$ cat config.mk
export PLATFORM = sky130hd
export DESIGN_NAME = mux_nx1_scan
export DESIGN_NICKNAME = d
export VERILOG_FILES = /design/src/rtl/mux_nx1_scan.sv
export SDC_FILE = /design/constraint.sdc
export NUM_CORES = 1
export LEC_CHECK = 0
export CAP_MARGIN = 25
export CORE_MARGIN = 3
export CORE_UTILIZATION = 50
export CTS_BUF_LIST = sky130_fd_sc_hd__clkbuf_8
export DETAILED_ROUTE_END_ITERATION = 7
export PLACE_DENSITY_LB_ADDON = 0.05
export RECOVER_POWER = 25
export SLEW_MARGIN = 10
export SYNTH_ARGS = -nofsm -noshare
export SYNTH_HDL_FRONTEND = slang
export SYNTH_SLANG_ARGS = --single-unit
export TNS_END_PERCENT = 5
$ cat constraint.sdc
create_clock -name clk -period 3.26 [get_ports clk]
set_clock_uncertainty 0.15 [all_clocks]
set_input_delay 0.489 -clock clk [delete_from_list [all_inputs] [get_ports clk]]
set_output_delay 0.489 -clock clk [all_outputs]
set_load 0.02 [all_outputs]
$ cat src/rtl/mux_nx1_scan.sv
// Registered N:1 multiplexer with static select and round-robin auto-scan.
// Scan mode holds each channel for dwell+1 enabled cycles and pulses wrap on return to channel 0.
module mux_nx1_scan #(
  parameter int CHANNELS = 4,
  parameter int WIDTH    = 1,
  parameter int SEL_W    = $clog2(CHANNELS),
  parameter int DWELL_W  = 8
) (
  input  logic                      clk,
  input  logic                      rst_n,
  input  logic [CHANNELS*WIDTH-1:0] d,
  input  logic [SEL_W-1:0]          sel,
  input  logic                      mode,
  input  logic [DWELL_W-1:0]        dwell,
  input  logic                      en,
  output logic [WIDTH-1:0]          result,
  output logic                      result_valid,
  output logic [SEL_W-1:0]          cur_sel,
  output logic                      wrap,
  output logic                      sel_err
);

  localparam int               NSLOT = 1 << SEL_W;
  localparam logic [SEL_W:0]   NCH   = (SEL_W+1)'(CHANNELS);
  localparam logic [SEL_W-1:0] LAST  = SEL_W'(CHANNELS - 1);

  logic [SEL_W-1:0]   ch;
  logic [DWELL_W-1:0] dc;
  logic               pm;

  logic [WIDTH-1:0]   chan [NSLOT];
  logic               sel_ok;
  logic [SEL_W-1:0]   ent_sel;
  logic [SEL_W-1:0]   nxt_ch;
  logic               adv;

  // Unused select codes (non power-of-two CHANNELS) read as zero data.
  for (genvar k = 0; k < NSLOT; k++) begin : g_chan
    if (k < CHANNELS) begin : g_on
      assign chan[k] = d[k*WIDTH +: WIDTH];
    end else begin : g_off
      assign chan[k] = '0;
    end
  end

  always_comb begin
    sel_ok  = ({1'b0, sel} < NCH);
    ent_sel = sel_ok ? sel : '0;
    nxt_ch  = (ch == LAST) ? '0 : ch + SEL_W'(1);
    // >= so a dwell lowered below the running count advances on the next edge.
    adv     = (dc >= dwell);
  end

  always_ff @(posedge clk or negedge rst_n) begin
    if (!rst_n) begin
      result       <= '0;
      result_valid <= 1'b0;
      cur_sel      <= '0;
      wrap         <= 1'b0;
      sel_err      <= 1'b0;
      ch           <= '0;
      dc           <= '0;
      pm           <= 1'b0;
    end else if (!en) begin
      result_valid <= 1'b0;
      wrap         <= 1'b0;
    end else begin
      result_valid <= 1'b1;
      pm           <= mode;
      wrap         <= 1'b0;
      if (!mode) begin
        cur_sel <= sel;
        result  <= chan[sel];
        sel_err <= ~sel_ok;
        ch      <= sel;
        dc      <= '0;
      end else if (!pm) begin
        ch      <= ent_sel;
        cur_sel <= ent_sel;
        result  <= chan[ent_sel];
        sel_err <= ~sel_ok;
        dc      <= '0;
      end else if (adv) begin
        ch      <= nxt_ch;
        cur_sel <= nxt_ch;
        result  <= chan[nxt_ch];
        dc      <= '0;
        wrap    <= (ch == LAST);
      end else begin
        dc      <= dc + DWELL_W'(1);
        cur_sel <= ch;
        result  <= chan[ch];
      end
    end
  end

endmodule

==> After elaboration in Yosys (flattened, before gate mapping) <==
Index checks and enable logic that the tools add are counted.
{ "totals": {"memories": 0, "wordCells": 47, "mem_bits_rw": 0, "out_inout_bits": 6, "rom_bits": 0, "latch_bits": 0, "register_bits": 15, "inputBits": 18} }
{ "op_classes": {"n_shift": 0, "bitwise_logic": 3, "div": 0, "addsub": 2, "mux": 26, "eq_ne": 3, "n_reduce_logical": 2, "mul": 0, "n_lt_le_gt_ge": 4} }
{ "ops": {"columns": ["op", "count"], "rows": [
  ["$mux 8", 3],
  ["$mux 1", 16],
  ["$ge 3x3->1 const B", 3],
  ["$not 2->3", 3],
  ["$add 8x1->8 const B", 1],
  ["$ge 8x8->1", 1],
  ["$mux 2", 4],
  ["$bmux 1 s2", 3],
  ["$reduce_and 2->1", 2],
  ["$ne 3x2->1 const B", 1],
  ["$add 2x1->2 const B", 1],
  ["$eq 2x2->1 const B", 1],
  ["$ne 2x2->1 const B", 1]
]} }

==> Logic depth before layout (Yosys ltp) <==
Gate-level depths: netlist of run 1.
{ "logic_depth": {"word_depth": 9, "ltp_mapped": 7, "depth_no_buf": 7} }

==> Least setup slack after synthesis of run 1 <==
Ideal clock, no wire load.
{ "synth_timing": {"kind": "reg-to-reg", "startpoint": "register ch[0]", "endpoint": "register result", "path_slack_ns": 1.117, "path_buffers": 0, "required_time_ns": 2.988, "arrival_time_ns": 1.871, "setup_ns": 0.122, "path_stages_with_launch": 6, "period_less_slack_ns": 2.143, "path_cell_list": "dfrtp_1 -> ha_1 -> nor2_2 -> mux4_2 -> a211o_1 -> a32o_1"} }
{ "synth_between": {"elab_chain_len": 9, "word_cells_on_any_way": 14, "classes_between": "add/sub: 1; eq/ne: 1; mux: 10; bitwise: 2"} }
{ "synth_lines": {"columns": ["element", "line", "source"], "rows": [
  ["start: declaration", "27", "logic [SEL_W-1:0] ch;"],
  ["start signal: assignment", "75", "ch <= sel;"],
  ["start signal: assignment", "78", "ch <= ent_sel;"],
  ["start signal: assignment", "84", "ch <= nxt_ch;"],
  ["$add 2x1->2 / $eq 2x2->1 (equally long branches)", "49", "nxt_ch = (ch == LAST) ? '0 : ch + SEL_W'(1);"],
  ["$mux 2", "49", null],
  ["$not 2->3 (implied by the code)", "86", "result <= chan[nxt_ch];"],
  ["$bmux 1 s2", "86", null],
  ["$mux 1 (implied by the code) (2 in series)", "86", null],
  ["$mux 1 (*)", "83", "end else if (adv) begin"],
  ["$mux 1 (*)", "77", "end else if (!pm) begin"],
  ["$mux 1 (*)", "71", "if (!mode) begin"],
  ["end signal: assignment", "73", "result <= chan[sel];"],
  ["end signal: assignment", "80", "result <= chan[ent_sel];"],
  ["end signal: assignment", "86", null],
  ["end: declaration", "16", "output logic [WIDTH-1:0] result,"]
]} }
Mark *: on every way between the ends. The rest lies on a longest branch, timed or not. The select of a mux whose other input is x is not followed.
A chain may end at the register's enable or synchronous reset.

==> Final worst setup path of run 1 <==
{ "layout_timing": {"startpoint": "input dwell[6]", "endpoint": "register result"} }
{ "layout_between": {"elab_chain_len": 4} }
{ "layout_lines": {"columns": ["element", "line", "source"], "rows": [
  ["start: declaration", "14", "input logic [DWELL_W-1:0] dwell,"],
  ["$ge 8x8->1", "51", "adv = (dc >= dwell);"],
  ["$mux 1", "83", null],
  ["$mux 1", "77", null],
  ["$mux 1", "71", null]
]} }
Every way passes these cells.

==> qor.yml, run 1 <==
placement:
  portBuffers: 22
  place_hpwl_mm: 1.68
  gp_congestion: 0.817
  place_inst: 142
sta:
  max_freq_mhz: 409
  slew_headroom_pct: 56.2
  post-route-period-util_pct: 74.9
  period_needed_ns: 2.44
  rsz0062_at_grt: "no"
  worst_pin_slew_ns: 0.655
  drv_slew: 0
  hold_violations: 0
  report.final.setup_viol: 0
  finalSetupTns_ns: 0
logic_synthesis:
  synthTopCellsByArea: "dfrtp_1 36%, ha_1 13%, mux4_2 4.6%, inv_1 3.8%, o2bb2ai_1 3.6%"
  yosys.area.top_type: "dfrtp_1"
  synth_edf_count: 0
  ys_seq_area_share_pct: 35.7
  synth_cells: 97
  synth.most_common_cell: "dfrtp_1"
  yosysWarnings: 0
  synth_area_sq_um: 981
  yosys-top-cells-count: "14 x dfrtp_1, 10 x ha_1, 10 x inv_1"
  async_flop_share_pct: 100
  syn_avg_cell_area_sq_um: 10.1
  synth-seq-cells: 14
  synth_top_area_share_pct: 35.7
  synth_nets: 125
  ys.flop_type: "dfrtp_1"
  synth.distinct_cells: 40
power_and_ir_drop:
  ir_worst_vdd_mv: 0.261
  leakage_nw: 0.591
  seqPwrFrac_pct: 41.2
  clkPwrFrac_pct: 35.9
  switching_share_pct: 25.5
  internal_power_mw: 0.348
  power_frac_comb_pct: 22.8
  power_density_nw_per_um2: 366
  switchingPower_mw: 0.119
layout:
  multi_input_area_sq_um: 582
  regArea_sq_um: 350
  layoutNonFillerInstCount: 146
  fin_nets: 150
  diodes: 0
  final_layout_size_suffix_gt1_share_pct: 10.7
  fillCellCount: 126
  syn_to_final_growth_pct: 30.1
setup_path:
  cp-end-kind: "flip-flop"
  cp_slowest_cell: "clkdlybuf4s50_1"
  critPathArrivalTime_ns: 2.42
  crit_chain: "clkdlybuf4s50_1 > inv_1 > ha_1 > a21o_1 > a21oi_2 > nand3_1 > or3_1 > a32o_1"
  cp_max_fo: 4
  startpoint_type: "primary input"
  critical-path-max-stage-delay_ns: 0.45
  path_class: "primary input to flip-flop"
  required_ns: 3.24
floorplan:
  dieArea_sq_um: 2530
  rows: 15
  die_w_microns: 50.3
  die_y_microns: 50.3
  start_util_pct: 55.0
  io_pins: 24
  core_area_sq_um: 1780
clock_network:
  clk_path_buf_depth: 2
  cts_root_buffer: "clkbuf_8"
  cts_tree: "done"
  cts.htree.levels: 1
  clock_latency_ns: 0.24
  clock-sinks: 14
  cts.repair.resized: 0
  cts_buffers: 3
  cts_setup_buffers: 0
  cts_hold_buf: 0
  path_clk_slew_ns: 0.06
global_routing:
  grt_usage_pct: 18.9
  grt_pass1_vias: 875
  grt-ovfl-total: 0
  antenna_found_initial: 0
  grt_max_degree: 15
  grt_pass1_wl_mm: 3.66
route:
  vias: 845
  finalWirelength_mm: 2.17
  dr.first_iter.drc_count: 6
  via_per_inst: 5.79
  first_pass_iters: 4
  drcViolationCount: 0
  wl_per_cell_microns: 14.8
  ant_nets: 0
flow_run:
  drv_cap: 0
run_status:
  status: "finished, final reports clean"
min_path:
  hold_path.class: "flip-flop to flip-flop"
[cells by family (layout without fill, tap and decap cells)]
group / Yosys count / count (layout) / share of synthesized area [%]
buffers and inverters: 12 / 36 / 4.97
other: 1 / 1 / 0.382
DFF: 14 / 14 / 35.7
AOI/OAI and AO/OA: 21 / 21 / 16.7
xor gates and xnor gates: 2 / 2 / 1.79
muxes: 6 / 6 / 10.5
adders and majority gates: 10 / 10 / 12.8
and+or+nand+nor: 31 / 31 / 17.2
[worst max-delay path: cells and delay by family]
| family | cells | cell delay, ns |
|---|---|---|
| AOI/OAI and AO/OA | 3 | 0.62 |
| and+or+nand+nor | 2 | 0.54 |
| adders and majority gates | 1 | 0.29 |
| buffers and inverters | 2 | 0.49 |
[metrics by stage]
step                worst slack (ns)  area, sq um  power (mW)  hold WS, ns  util, %
global route                   0.733         1280       0.492        0.375     71.6
global placement               0.621         1220       0.300        0.332     68.5
floorplan                       1.12          981       0.254       0.0434        -
CTS                            0.808         1280       0.472        0.370     71.6
finish                         0.817         1280       0.468        0.363     71.6
detailed placement             0.575         1220       0.303        0.352     68.5
[flip-flops by register name (all words and copies together) (netlist names)]
name          cells
dc                8
ch                2
pm                1
result            1
result_valid      1
wrap              1
[power by group through the flow]
| stage | logic, mW | clock network (mW) | registers, mW |
|---|---|---|---|
| after floorplan | 0.0523 | 0 | 0.201 |
| after global placement | 0.104 | 0 | 0.196 |
| after detailed placement | 0.108 | 0 | 0.196 |
| after CTS | 0.108 | 0.171 | 0.193 |
| after global routing | 0.117 | 0.180 | 0.195 |
| final | 0.107 | 0.168 | 0.193 |
[final cells by class]
cell class | count | share of cell area [%]
Tap cell | 25 | 2.45
Clock buffer | 4 | 4.31
Inverter | 10 | 2.94
Multi-Input combinational cell | 71 | 45.6
Sequential cell | 14 | 27.5
Timing Repair Buffer | 22 | 17.3
[worst paths after layout]
kind | start | endpoint | slack [ns] | depth (start not counted)
min | result$_DFFE_PN0P_ | result$_DFFE_PN0P_ | 0.36 | 1
max in group asynchronous | rst_n | dc[0]$_DFFE_PN0P_ | 1.97 | 1
min in group asynchronous | rst_n | dc[7]$_DFFE_PN0P_ | 0.56 | 1
max reg2reg | ch[0]$_DFFE_PN0P_ | result$_DFFE_PN0P_ | 1.09 | 5
max | dwell[6] | result$_DFFE_PN0P_ | 0.82 | 8
min reg2reg | result$_DFFE_PN0P_ | result$_DFFE_PN0P_ | 0.36 | 1
[layer usage]
layer  GRT usage, %  part of all wire, %  up-vias
met2           32.4                   49       23
met3           4.75                  5.7        2
met5              0                    0        -
met1           22.8                   44      407
met4           6.73                 0.74        0
li1               -                    -      413
[placed cells by master (no fill, tap or decap), types with 2 or more instances in the layout]
master            n
a21oi_1           3
and3_1            4
clkbuf_8          4
clkdlybuf4s50_1  21
dfrtp_1          14
ha_1             10
inv_1            10
mux2i_1           2
mux4_2            2
nand2_1           6
nand2b_1          2
nand3_1           4
nand4_1           2
nor2_1            4
nor2b_1           2
o21ai_0           2
o2bb2ai_1         4
o31ai_1           2
Power figures use the tool's default switching activity.
==> inputs of run 2 (changes only) <==
clock period = 2.5 ns   (was 3.26 ns; I/O delays follow)
==> qor.yml, run 2 (synthesis gave the netlist of run 1 again) <==
setup_path:
  worst_r2r_endpoint: "result$_DFFE_PN0P_"  # unchanged
  cp-end-kind: "flip-flop"  # unchanged
  r2r-start: "ch[0]$_DFFE_PN0P_"  # unchanged
  critical-path-max-stage-delay_ns: 0.45  # about the same
  cp_max_fo: 4  # unchanged
  r2r_cells: 5  # unchanged
  critPathLaunch: "dwell[2]"  # was dwell[6]
  crit_path_end: "result$_DFFE_PN0P_"  # unchanged
  cp_slowest_cell: "clkdlybuf4s50_1"  # unchanged
  crit_chain: "clkdlybuf4s50_1 > inv_1 > ha_1 > nor3_1 > o21bai_2 > and3_4 > or3_1 > a32o_1"  # was clkdlybuf4s50_1 > inv_1 > ha_1 > a21o_1 > a21oi_2 > nand3_1 > or3_1 > a32o_1
  startpoint_type: "primary input"  # unchanged
  required_ns: 2.48  # was 3.24 ns
  critPathArrivalTime_ns: 2.24  # was 2.42 ns
  r2r_setup_slack_ns: 0.35  # was 1.09 ns
  path_class: "primary input to flip-flop"  # unchanged
sta:
  period_needed_ns: 2.26
  hold_violations: 0  # unchanged
  drv_slew: 0  # unchanged
  worst_pin_slew_ns: 0.641  # was 0.655 ns
  rsz0062_at_grt: "no"  # unchanged
  report.final.setup_viol: 0  # unchanged
  slew_headroom_pct: 57.1  # was 56.2%
  post-route-period-util_pct: 90.5
  max_freq_mhz: 442
  finalSetupTns_ns: 0  # unchanged
clock_network:
  cts.htree.levels: 1  # unchanged
  path_clk_slew_ns: 0.06  # about the same
  cts_hold_buf: 0  # unchanged
  cts.repair.resized: 0  # unchanged
  cts_setup_buffers: 0  # unchanged
  clock-sinks: 14  # unchanged
  cts_root_buffer: "clkbuf_8"  # unchanged
  clk_path_buf_depth: 2  # unchanged
  cts_tree: "done"  # unchanged
  clock_latency_ns: 0.24  # about the same
  cts_buffers: 3  # unchanged
route:
  ant_nets: 0  # unchanged
  finalWirelength_mm: 2.07  # was 2.17 mm
  first_pass_iters: 4  # unchanged
  drcViolationCount: 0  # unchanged
  vias: 828  # was 845
  dr.first_iter.drc_count: 17  # was 6
  wl_per_cell_microns: 13.6  # was 14.8 microns
  via_per_inst: 5.45  # was 5.79
flow_run:
  drv_cap: 0  # unchanged
min_path:
  hold_path.class: "flip-flop to flip-flop"  # unchanged
global_routing:
  antenna_found_initial: 0  # unchanged
  grt_pass1_wl_mm: 3.53  # was 3.66 mm
  grt_max_degree: 15  # unchanged
  grt_usage_pct: 18.4  # was 18.9%
  grt-ovfl-total: 0  # unchanged
  grt_pass1_vias: 818  # was 875
power_and_ir_drop:
  power_density_nw_per_um2: 466  # was 366 nW/um^2
  total_power_mw: 0.616  # was 0.468 mW
  ir_worst_vdd_mv: 0.377  # was 0.261 mV
  leakage_nw: 0.619  # was 0.591 nW
layout:
  fillCellCount: 125  # was 126
  syn_to_final_growth_pct: 34.7  # was 30.1%
  largest-register: "dc"  # unchanged
  diodes: 0  # unchanged
  final_common_cell: "clkdlybuf4s50_1"  # unchanged
  largest_reg_flops: 8  # unchanged
  final_cell_mix: "20 x clkdlybuf4s50_1, 14 x dfrtp_1, 10 x inv_1, 10 x ha_1"  # was 21 x clkdlybuf4s50_1, 14 x dfrtp_1, 10 x inv_1, 10 x ha_1, 6 x nand2_1
  final_layout_size_suffix_gt1_share_pct: 15.0  # was 10.7%
  reg_top3: "dc (8), ch (2)"  # unchanged
  fin_nets: 156  # was 150
floorplan:
  die_y_microns: 50.3  # unchanged
  rows: 15  # unchanged
  start_util_pct: 55.0  # unchanged
  dieArea_sq_um: 2530  # unchanged
  die_w_microns: 50.3  # unchanged
  core_area_sq_um: 1780  # unchanged
  io_pins: 24  # unchanged
placement:
  gp_congestion: 0.809  # was 0.817
  place_hpwl_mm: 1.65  # was 1.68 mm
  portBuffers: 22  # unchanged
run_status:
  status: "finished, final reports clean"  # unchanged
[run 2: cell count changes in the layout (fill, tap and decap cells not counted)]
cell             previous run  this run
buf_4                       0         6
clkdlybuf4s50_1            21        20
dlygate4sd3_1               1         2
[run 2: layer usage]
metal  track usage, %  wire length (microns)
met5                0                      0
met4             6.73                     17
met3             5.34                    103
met2             30.7                    981
met1             22.3                    965
[run 2: through the flow]
stage	cell area (sq um)	utilization, %	setup WS [ns]	hold WS, ns	cells
after detailed placement	1270	71.0	-0.0245	0.339	148
after global placement	1270	71.0	0.0115	0.345	148
after global routing	1320	74.1	0.112	0.372	152
after CTS	1320	74.1	0.218	0.362	152
after floorplan	981	-	0.357	-0.0706	97
final	1320	74.1	0.236	0.363	152
[run 2: cell type report]
cell class	count	area [sq um]	area share (%)
sequential	14	350	26.5
inverter	10	37.5	2.84
multi-input combinational	71	582	44.0
clock buffer	4	55.1	4.17
timing repair buffer	28	265	20.1
tap	25	31.3	2.37
[run 2: worst min-delay path by stage]
| stage | end | startpoint | depth (start not counted) | slack, ns |
|---|---|---|---|---|
| finish | result$_DFFE_PN0P_ | result$_DFFE_PN0P_ | 1 | 0.36 |
| global route | result$_DFFE_PN0P_ | result$_DFFE_PN0P_ | 1 | 0.37 |
| CTS | result$_DFFE_PN0P_ | result$_DFFE_PN0P_ | 1 | 0.36 |
| detailed placement | result$_DFFE_PN0P_ | result$_DFFE_PN0P_ | 1 | 0.34 |
| global placement | result$_DFFE_PN0P_ | result$_DFFE_PN0P_ | 1 | 0.35 |
| floorplan | ch[0]$_DFFE_PN0P_ | rst_n | 0 | -0.07 |
[run 2: report_power, final]
group          internal [mW]  switching [mW]
combinational         0.0828          0.0629
clock                  0.139          0.0784
sequential             0.239          0.0135
total                  0.461           0.155
[run 2: worst max-delay path, delay by kind of cell]
kind            cells  cell delay [ns]
simple gates        3             0.76
compound gates      2             0.33
buf+inv             2             0.49
fa+ha+maj           1             0.27
==> inputs of run 3 (changes only) <==
clock period = 2.7 ns   (was 2.5 ns; I/O delays follow)
==> qor.yml, run 3 (synthesis gave the netlist of run 1 again) <==
global_routing:
  antenna_found_initial: 0  # unchanged
  grt_max_degree: 15  # unchanged
  grt_pass1_vias: 852  # was 818
  grt_pass1_wl_mm: 3.47  # was 3.53 mm
  grt-ovfl-total: 0  # unchanged
  grt_usage_pct: 18.2  # was 18.4%
layout:
  fin_nets: 152  # was 156
  reg_top3: "dc (8), ch (2)"  # unchanged
  final_layout_size_suffix_gt1_share_pct: 12.2  # was 15.0%
  largest-register: "dc"  # unchanged
  final_cell_mix: "20 x clkdlybuf4s50_1, 14 x dfrtp_1, 10 x inv_1, 10 x ha_1, 6 x nand2_1"  # was 20 x clkdlybuf4s50_1, 14 x dfrtp_1, 10 x inv_1, 10 x ha_1
  final_common_cell: "clkdlybuf4s50_1"  # unchanged
  fin_util_pct: 72.4  # was 74.1%
  diodes: 0  # unchanged
  largest_reg_flops: 8  # unchanged
  syn_to_final_growth_pct: 31.6  # was 34.7%
sta:
  rsz0062_at_grt: "no"  # unchanged
  period_needed_ns: 2.40
  worst_pin_slew_ns: 0.616  # was 0.641 ns
  finalSetupTns_ns: 0  # unchanged
  report.final.setup_viol: 0  # unchanged
  max_freq_mhz: 417
  setup_slack_ns: 0.303  # was 0.236 ns
  worst_hold_slack_ns: 0.366  # was 0.363 ns
  slew_headroom_pct: 58.8  # was 57.1%
  hold_violations: 0  # unchanged
  drv_slew: 0  # unchanged
  post-route-period-util_pct: 88.8
setup_path:
  path_class: "primary input to flip-flop"  # unchanged
  required_ns: 2.68  # was 2.48 ns
  worst_r2r_endpoint: "result$_DFFE_PN0P_"  # unchanged
  cp_max_fo: 4  # unchanged
  critPathArrivalTime_ns: 2.38  # was 2.24 ns
  r2r-start: "ch[0]$_DFFE_PN0P_"  # unchanged
  critical-path-max-stage-delay_ns: 0.45  # about the same
  critPathLaunch: "dwell[6]"  # was dwell[2]
  startpoint_type: "primary input"  # unchanged
  cp-end-kind: "flip-flop"  # unchanged
  crit_family: "compound AO/OA/AOI/OAI gates"  # was simple AND/OR/NAND/NOR gates
  crit_chain: "clkdlybuf4s50_1 > inv_1 > ha_1 > a21o_1 > a21oi_2 > nand3_1 > or3_1 > a32o_1"  # was clkdlybuf4s50_1 > inv_1 > ha_1 > nor3_1 > o21bai_2 > and3_4 > or3_1 > a32o_1
  r2r_setup_slack_ns: 0.53  # was 0.35 ns
  timing.critical_path.buf_inv: 2  # unchanged
  r2r_cells: 5  # unchanged
  cp_slowest_cell: "clkdlybuf4s50_1"  # unchanged
clock_network:
  clock-sinks: 14  # unchanged
  cts_setup_buffers: 0  # unchanged
  cts_hold_buf: 0  # unchanged
  cts.repair.resized: 0  # unchanged
  clock_latency_ns: 0.25  # was 0.24 ns
  cts.htree.levels: 1  # unchanged
  cts_buffers: 3  # unchanged
  cts_tree: "done"  # unchanged
  clk_path_buf_depth: 2  # unchanged
  cts_root_buffer: "clkbuf_8"  # unchanged
  path_clk_slew_ns: 0.05  # was 0.06 ns
floorplan:
  dieArea_sq_um: 2530  # unchanged
  rows: 15  # unchanged
  io_pins: 24  # unchanged
  die_w_microns: 50.3  # unchanged
  core_area_sq_um: 1780  # unchanged
  start_util_pct: 55.0  # unchanged
  die_y_microns: 50.3  # unchanged
route:
  first_pass_iters: 4  # unchanged
  via_per_inst: 5.75  # was 5.45
  vias: 851  # was 828
  ant_nets: 0  # unchanged
  drcViolationCount: 0  # unchanged
  dr.first_iter.drc_count: 9  # was 17
  finalWirelength_mm: 2.11  # was 2.07 mm
  wl_per_cell_microns: 14.2  # was 13.6 microns
placement:
  place_hpwl_mm: 1.61  # was 1.65 mm
  dp_worst_setup_slack_ns: 0.100  # was -0.0245 ns
  portBuffers: 22  # unchanged
  gp_congestion: 0.836  # was 0.809
min_path:
  hold_path.class: "flip-flop to flip-flop"  # unchanged
  hold_start: "result$_DFFE_PN0P_"  # unchanged
  hold_depth: 1  # unchanged
  hold_end: "result$_DFFE_PN0P_"  # unchanged
power_and_ir_drop:
  power_density_nw_per_um2: 439  # was 466 nW/um^2
  leakage_nw: 0.600  # was 0.619 nW
  ir_worst_vdd_mv: 0.376  # was 0.377 mV
flow_run:
  drv_cap: 0  # unchanged
run_status:
  status: "finished, final reports clean"  # unchanged
## run 3: changes by cell type in the layout (fill, tap and decap cells not counted)
cell	before	now
buf_4	6	2
## run 3: worst max-delay path by stage
stage	end	depth (start not counted)
after CTS	result$_DFFE_PN0P_	8
after global placement	result$_DFFE_PN0P_	8
after detailed placement	result$_DFFE_PN0P_	8
after floorplan	result$_DFFE_PN0P_	5
after global routing	result$_DFFE_PN0P_	8
final	result$_DFFE_PN0P_	8
## run 3: worst register-to-register path: cells and delay by family (launching register included)
kind / cells / cell delay (ns)
flops: 1 / 0.45
fa+ha+maj: 1 / 0.26
compound gates: 2 / 0.53
simple gates: 1 / 0.16
mux: 1 / 0.51
## run 3: per-layer routing
metal | track usage (%) | up-vias | routed length (microns)
met5 | 0 | - | 0
li1 | - | 413 | -
met1 | 21.4 | 396 | 903
met2 | 28.7 | 36 | 989
met3 | 5.04 | 6 | 161
met4 | 12.1 | 0 | 51
## run 3: layout make-up
class                      instances  area [sq um]
clock buffer                       4          55.1
sequential                        14           350
timing repair buffer              24           235
multi-input combinational         71           582
inverter                          10          37.5
fill                             131           492
tap                               25          31.3
## run 3: power breakdown
part | switching [mW] | total, mW | internal, mW
clock | 0.0748 | 0.204 | 0.129
sequential | 0.0127 | 0.234 | 0.221
combinational | 0.0576 | 0.129 | 0.0717
total | 0.145 | 0.567 | 0.422
## run 3: stage by stage
stage / cell area, sq um / total power [mW] / instances
3_5_place_dp: 1240 / 0.367 / 144
2_1_floorplan: 981 / 0.306 / 97
5_1_grt: 1290 / 0.596 / 148
6_report: 1290 / 0.567 / 148
4_1_cts: 1290 / 0.574 / 148
3_3_place_gp: 1240 / 0.364 / 144
